`src/rtl/tse_reg_bridge.sv`:
```
// tse_reg_bridge: turns single-cycle register read/write pulses from the TSE
// configuration sequencer into held Avalon-MM transfers on the MAC control
// slave. It honours waitrequest, captures read data and aborts stalled
// transfers after TIMEOUT_CYCLES. All outputs are registered.
module tse_reg_bridge #(
    parameter int ADDR_W         = 8,
    parameter int DATA_W         = 32,
    parameter int TIMEOUT_CYCLES = 1024,
    parameter int RESET_HOLD     = 16
) (
    input  logic              clk,
    input  logic              rst,
    input  logic [ADDR_W-1:0] req_addr,
    input  logic [DATA_W-1:0] req_wdata,
    input  logic              req_rd,
    input  logic              req_wr,
    output logic              req_busy,
    output logic [DATA_W-1:0] req_rdata,
    output logic              req_rdata_valid,
    output logic              req_error,
    output logic [7:0]        err_count,
    output logic [ADDR_W-1:0] avm_address,
    output logic [DATA_W-1:0] avm_writedata,
    output logic              avm_write,
    output logic              avm_read,
    input  logic [DATA_W-1:0] avm_readdata,
    input  logic              avm_waitrequest
);

    localparam int HOLD_W  = (RESET_HOLD > 1) ? $clog2(RESET_HOLD + 1) : 1;
    localparam int STALL_W = $clog2(TIMEOUT_CYCLES + 1);

    typedef enum logic [2:0] {
        S_HOLD,
        S_IDLE,
        S_WR_ISSUE,
        S_RD_ISSUE,
        S_RD_DONE,
        S_ERROR
    } state_t;

    state_t              r_state;
    state_t              w_state_nxt;
    logic [HOLD_W-1:0]   r_hold_cnt;
    logic [STALL_W-1:0]  r_stall_cnt;
    logic                w_hold_done;
    logic                w_timeout;
    logic                w_accept_wr;
    logic                w_accept_rd;
    logic                w_rd_complete;

    logic                r_busy;
    logic [DATA_W-1:0]   r_rdata;
    logic                r_rdata_valid;
    logic                r_error;
    logic [7:0]          r_err_cnt;
    logic [ADDR_W-1:0]   r_avm_address;
    logic [DATA_W-1:0]   r_avm_writedata;
    logic                r_avm_write;
    logic                r_avm_read;

    assign w_hold_done   = (r_hold_cnt == HOLD_W'(RESET_HOLD - 1));
    assign w_timeout     = (r_stall_cnt == STALL_W'(TIMEOUT_CYCLES - 1));
    assign w_rd_complete = (r_state == S_RD_ISSUE) && !avm_waitrequest;

    // State register.
    always_ff @(posedge clk or negedge rst) begin
        if (!rst) r_state <= S_HOLD;
        else      r_state <= w_state_nxt;
    end

    // Next-state decode and request acceptance.
    always_comb begin
        w_state_nxt = r_state;
        w_accept_wr = 1'b0;
        w_accept_rd = 1'b0;
        case (r_state)
            S_HOLD: begin
                if (w_hold_done) w_state_nxt = S_IDLE;
            end
            S_IDLE: begin
                if (req_wr && req_rd) begin
                    w_state_nxt = S_ERROR;
                end else if (req_wr) begin
                    w_accept_wr = 1'b1;
                    w_state_nxt = S_WR_ISSUE;
                end else if (req_rd) begin
                    w_accept_rd = 1'b1;
                    w_state_nxt = S_RD_ISSUE;
                end
            end
            S_WR_ISSUE: begin
                if (!avm_waitrequest) w_state_nxt = S_IDLE;
                else if (w_timeout)   w_state_nxt = S_ERROR;
            end
            S_RD_ISSUE: begin
                if (!avm_waitrequest) w_state_nxt = S_RD_DONE;
                else if (w_timeout)   w_state_nxt = S_ERROR;
            end
            S_RD_DONE: w_state_nxt = S_IDLE;
            S_ERROR:   w_state_nxt = S_IDLE;
            default:   w_state_nxt = S_HOLD;
        endcase
    end

    // Post-reset hold counter and per-transfer stall counter.
    always_ff @(posedge clk or negedge rst) begin
        if (!rst) begin
            r_hold_cnt  <= '0;
            r_stall_cnt <= '0;
        end else begin
            if (r_state == S_HOLD && !w_hold_done) r_hold_cnt <= r_hold_cnt + 1'b1;
            // IDLE always precedes an ISSUE state, so clearing here clears on entry.
            if (r_state == S_IDLE)
                r_stall_cnt <= '0;
            else if ((r_state == S_WR_ISSUE || r_state == S_RD_ISSUE) && avm_waitrequest)
                r_stall_cnt <= r_stall_cnt + 1'b1;
        end
    end

    // Strobes and status flags registered from the next state.
    always_ff @(posedge clk or negedge rst) begin
        if (!rst) begin
            r_busy        <= 1'b1;
            r_avm_write   <= 1'b0;
            r_avm_read    <= 1'b0;
            r_rdata_valid <= 1'b0;
            r_error       <= 1'b0;
            r_err_cnt     <= '0;
        end else begin
            r_busy        <= (w_state_nxt != S_IDLE);
            r_avm_write   <= (w_state_nxt == S_WR_ISSUE);
            r_avm_read    <= (w_state_nxt == S_RD_ISSUE);
            r_rdata_valid <= (w_state_nxt == S_RD_DONE);
            r_error       <= (w_state_nxt == S_ERROR);
            if (w_state_nxt == S_ERROR && r_err_cnt != 8'hFF)
                r_err_cnt <= r_err_cnt + 8'd1;
        end
    end

    // Address/data latches and read-data capture.
    always_ff @(posedge clk or negedge rst) begin
        if (!rst) begin
            r_avm_address   <= '0;
            r_avm_writedata <= '0;
            r_rdata         <= '0;
        end else begin
            if (w_accept_wr || w_accept_rd) r_avm_address <= req_addr;
            if (w_accept_wr)                r_avm_writedata <= req_wdata;
            if (w_rd_complete)              r_rdata <= avm_readdata;
        end
    end

    assign req_busy        = r_busy;
    assign req_rdata       = r_rdata;
    assign req_rdata_valid = r_rdata_valid;
    assign req_error       = r_error;
    assign err_count       = r_err_cnt;
    assign avm_address     = r_avm_address;
    assign avm_writedata   = r_avm_writedata;
    assign avm_write       = r_avm_write;
    assign avm_read        = r_avm_read;

endmodule

```
`config.mk`:
```
export PLATFORM = sky130hd
export DESIGN_NAME = tse_reg_bridge
export DESIGN_NICKNAME = d
export VERILOG_FILES = /design/src/rtl/tse_reg_bridge.sv
export SDC_FILE = /design/constraint.sdc
export NUM_CORES = 1
export LEC_CHECK = 0
export CAP_MARGIN = 40
export CORE_MARGIN = 4
export CORE_UTILIZATION = 44
export DETAILED_ROUTE_END_ITERATION = 10
export HOLD_SLACK_MARGIN = 0.06
export PLACE_DENSITY = 0.81
export SLEW_MARGIN = 0
export SYNTH_ARGS = -nofsm -noshare
export SYNTH_HDL_FRONTEND = slang
export SYNTH_SLANG_ARGS = --single-unit
```
`constraint.sdc`:
```
create_clock -name clk -period 2.9 [get_ports clk]
set_input_delay 0.435 -clock clk [delete_from_list [all_inputs] [get_ports clk]]
set_output_delay 0.435 -clock clk [all_outputs]
set_load 0.1 [all_outputs]
```
==> impl_metrics.toml, run 1 <==
[placed_design]
dp.cells = 584
dp_hpwl_um = 6840
gp_congestion = 0.830
io_buffers = 161

[sta]
drv_slew = 0
grt_setup_unrepaired = "no"
fmax_mhz = 445
worst_pin_slew_ps = 570
min_period_ps = 2250
slew_headroom_pct = 62.0
skew_ps = 7.19
finalHoldViolCount = 0
fin_crit_sh_pct = 77.5
setup-violations-final = 0
tns_ps = 0

[synth]
syn-cell-area_sq_mm = 0.00422
synth-seq-cells = 104
ys.warnings.count = 0
avgSynthCellArea_sq_um = 14.2
yosysSeqAreaShare_pct = 61.8
synth_nets = 378
synthFlopType = "dfrtp_1"
synthDistinctLibCells = 36
netlist_top_cells_area = "dfrtp_1 61%, mux2_2 19%, xor2_1 1.9%"
synth-edff-count = 0
synthCells = 297
synthArstFlopShare_pct = 100
yosysTopAreaCell = "dfrtp_1"
synth.top_cell.area_share_pct = 61.1

[cells_and_area]
nets = 547
final_common_cell = "dfrtp_1"
drive_gt1_share_pct = 39.9
stdcell_count = 600
final_cell_mix = "103 x dfrtp_1, 91 x buf_4, 75 x clkdlybuf4s50_1, 73 x mux2_2, 17 x nor2_1"
antenna_cells = 0
areaGrowthSynthToFinish_pct = 43.8

[route]
wl_um = 9280
via_per_inst = 4.88
final_antenna_net_count = 0
dr_wl_met3_um = 675
top_layer = "met4"
wl_met2_um = 4460
wl_met1_um = 4000
wl_per_cell_um = 15.5
vias = 2926
drt_iter0_drc = 101
post-route-drc-count = 0
dr.pass1.iters = 4

[critical_path]
start_kind = "flip-flop"
ff2ff_path_depth = 8
path_depth = 8
critical_path_class = "flip-flop to flip-flop"
critPathBufInv = 0
cp_data_required_time_ps = 3130
cp.arrival_ps = 2480
crit_path_max_incr_delay_ps = 440
critPathMaxFanout = 10
crit_chain = "ha_1 -> and3_1 -> ha_1 -> nor3_1 -> a211oi_1 -> a211oi_4 -> nor3_1 -> mux2_1"
cp-end-kind = "flip-flop"
cpLargestDelayFamily = "compound AO/OA/AOI/OAI gates"
critical_path.slowest_cell = "a211oi_4"

[status]
outcome = "completed"

[die]
die_y_um = 106
num_rows = 35
die_w_um = 106
coreArea_sq_mm = 0.00928
die-area_sq_mm = 0.0112
ios = 162
start_util_pct = 45.4

[clock_tree]
cts_buffers = 9
post_cts.repair.setup_buffers = 0
cts_tree = "built"
cts_buffer_depth = 2
cts_hold_buf = 0
cts_resized = 0
htreeDepth = 3
root_buffer = "clkbuf_8"
clock-sinks = 104
path_clk_slew_ps = 90
insertion_delay_ps = 350

[global_routing]
grt_pass1_vias = 3079
grt_use_total_pct = 16.7
overflow = 0
grt_max_degree = 61
grt_pass1_wl_um = 15000
antenna_found_initial = 0

[hold_path]
hold_class = "primary input to async pin"

[flow_run]
drv_cap = 0
==> cell type report <==
type                    instances  area, sq um
well taps                     129          161
repair buffers                167         1450
flip-flops and latches        104         2600
fillers                       715         3220
clock inverters                 5          128
inverters                       7         26.3
clock buffers                  11          141
multi-input cells             177         1550
==> registers in the layout (all words and copies together), names as in the netlist <==
register and flops:
r_stall_cnt 11, avm_address 8, avm_read 1, req_rdata 32, r_hold_cnt 5, req_rdata_valid 1
req_busy 1, err_count 8, r_state 3, avm_writedata 32, req_error 1, avm_write 1
==> through the flow <==
step | setup slack [ps] | hold WS, ps | utilization (%) | cell area [sq um]
CTS | 640 | 80.5 | 65.3 | 6060
global placement | 648 | 464 | 62.4 | 5800
finish | 653 | 66.8 | 65.3 | 6060
floorplan | 650 | 139 | - | 4220
detailed placement | 555 | 462 | 62.4 | 5800
global route | 512 | 98.3 | 65.3 | 6060
==> synthesized netlist by cell type (all sizes together), types with 3 or more instances <==
library cell,number
dfrtp,103
mux2i,3
o21ai,3
nand4,5
mux2,75
inv,7
nand2,11
nand3,6
buf,7
nor3,11
and3,4
xor2,9
nor2,17
ha,4
nor2b,6
xnor2,7
==> kinds of logic after synthesis <==
kind of cell	after synthesis	share of synthesized area, %
flops	104	61.8
mux	78	20.7
simple gates	68	9.14
xor+xnor	16	3.32
buf+inv	16	1.54
compound gates	11	2.31
fa+ha+maj	4	1.19
==> final timing paths <==
| check | slack, ps | start | end |
|---|---|---|---|
| setup reg to reg | 650 | r_hold_cnt[0] | err_count[6] |
| max in group asynchronous | 2100 | rst | avm_writedata[19] |
| hold / removal | 70 | rst | req_rdata[11] |
| min in group clk | 480 | r_hold_cnt[3] | r_hold_cnt[3] |
| hold reg to reg | 480 | r_hold_cnt[3] | r_hold_cnt[3] |
| setup / recovery | 650 | r_hold_cnt[0] | err_count[6] |
==> worst reg2reg max path, cell delays in order, from the launching register on <==
cell and delay (ps):
dfrtp_1 420, ha_1 220, and3_1 190, ha_1 190, nor3_1 140, a211oi_1 100, a211oi_4 440, nor3_1 120
mux2_1 330
==> layer usage <==
metal,vias up,track usage (%)
met1,1438,21.3
met5,-,0
met3,12,4.86
met2,113,27.0
met4,0,6.29
li1,1363,-
Power of run 1 is not shown: default switching activity piles up to over one toggle a cycle in this logic, so the estimate is an artifact.
==> inputs of run 2 (changes only) <==
clock period = 2.1 ns   (was 2.9 ns; I/O delays follow)
==> run 2 against run 1 <==
- sequential share of layout area fell by 0.39 points
- setup slack got worse by 600 ps
- flip-flop and latch count did not move
- wire length rose by 4.6%
- worst hold slack improved by 440 ps
- global-route usage rose by 0.58 points
- design area rose by 1.1%
- die area did not move
- non-clock buffer count rose by 10
- first-iteration DRC count rose by 0.99%
- largest cell class unchanged
- highest routed layer unchanged
==> impl_metrics.toml, run 2 (synthesized netlist as in run 1, its figures left out) <==
[route]
wl_per_cell_um = 15.9
via_per_inst = 4.95
dr.pass1.iters = 4
wl_um = 9710
drt_iter0_drc = 102
post-route-drc-count = 0
vias = 3021
final_antenna_net_count = 0

[clock_tree]
clock-sinks = 104
root_buffer = "clkbuf_8"
insertion_delay_ps = 350
cts_tree = "built"
cts_buffer_depth = 2
cts_buffers = 9
htreeDepth = 3
path_clk_slew_ps = 100

[critical_path]
cp-end-kind = "flip-flop"
cp_data_required_time_ps = 2350
cp.arrival_ps = 2290
critPathMaxFanout = 5
critical_path_class = "flip-flop to flip-flop"
start_kind = "flip-flop"
r2r_end = "err_count[1]"
ff2ff_setup_slack_ps = 50
r2r-start = "r_hold_cnt[0]"
ff2ff_path_depth = 9

[cells_and_area]
antenna_cells = 0
final_common_cell = "dfrtp_1"
drive_gt1_share_pct = 42.8
final_core_util_pct = 66.0
postLayoutCellArea_sq_mm = 0.00613
fill_cells = 723
nets = 557
areaGrowthSynthToFinish_pct = 45.4
final_cell_mix = "100 x dfrtp_1, 95 x buf_4, 75 x clkdlybuf4s50_1, 73 x mux2_2, 17 x nor2_1"

[global_routing]
top_usage_layer = "met2"
grt_util_met2_pct = 28.6
use_met3_pct = 5.04
grt_use_met1_pct = 21.4
grt_max_degree = 44
overflow = 0
antenna_found_initial = 0
grt_pass1_wl_um = 15500
grt_pass1_vias = 3082
grt_use_total_pct = 17.3

[sta]
fmax_mhz = 488
finalHoldViolCount = 0
worst_pin_slew_ps = 585
drv_slew = 0
hold_slack_ps = 504
slew_headroom_pct = 61.0
min_period_ps = 2050
setup-violations-final = 0
skew_ps = 12.3
fin_crit_sh_pct = 97.5
tns_ps = 0

[die]
start_util_pct = 45.4
num_rows = 35
die_w_um = 106
die-area_sq_mm = 0.0112
ios = 162
coreArea_sq_mm = 0.00928
die_y_um = 106

[placed_design]
io_buffers = 161
gp_congestion = 0.827
dp_hpwl_um = 7330
dpl_cell_area_sq_mm = 0.00588

[status]
outcome = "completed"

[hold_path]
hold_class = "primary input to async pin"

[flow_run]
drv_cap = 0
-- run 2: cell types whose count changed in the layout (fill, tap and decap cells not counted), sizes merged --
cell / change
bufinv: -4
clkinv: +2
clkinvlp: +1
dlygate4sd3: +1
buf: +9
inv: +1
-- run 2: worst max path at each step --
stage | startpoint | to | slack [ps] | depth (start not counted)
final | r_hold_cnt[0] | err_count[1] | 50 | 9
after global routing | r_hold_cnt[1] | err_count[2] | -50 | 10
after CTS | r_hold_cnt[1] | err_count[1] | 40 | 9
after detailed placement | req_wr | err_count[1] | -50 | 6
after global placement | req_wr | err_count[1] | 30 | 6
after floorplan | err_count[2] | err_count[1] | 20 | 4
-- run 2: repair_timing --
item | CTS | global route
endpoints found under the hold margin | 40 | 0
setup buffers | 1 | 2
pin swaps | 2 | 3
gates resized for setup | 4 | 4
endpoints found under the setup margin | 5 | 8
hold buffers | 1 | 0
-- run 2: routing by layer --
metal / wire length, um / up-vias
li1: - / 1389
met1: 4030 / 1476
met2: 4660 / 135
met3: 790 / 21
met4: 231 / 0
met5: 0 / -
-- run 2: critical path: stages, from the launching register on --
cell,delay [ps]
dfrtp_1,400
ha_2,190
and3_1,180
ha_2,180
nor3_2,200
a211oi_2,70
a211oi_4,190
buf_6,160
nor3b_4,50
mux2_1,320
-- run 2: layout make-up --
| type | instances | area (sq um) | share of cell area [%] |
|---|---|---|---|
| well taps | 129 | 161 | 2.63 |
| clock inverters | 5 | 41.3 | 0.674 |
| multi-input cells | 177 | 1580 | 25.7 |
| clock buffers | 11 | 141 | 2.31 |
| inverters | 7 | 26.3 | 0.429 |
| flip-flops and latches | 104 | 2610 | 42.5 |
| repair buffers | 177 | 1580 | 25.7 |
-- run 2: metrics by stage --
stage	setup WS (ps)	instances
global placement	25.5	590
CTS	39.8	608
detailed placement	-47.0	590
floorplan	21.6	297
finish	52.4	610
global route	-54.8	610
Power of run 2 is left out for the same reason.
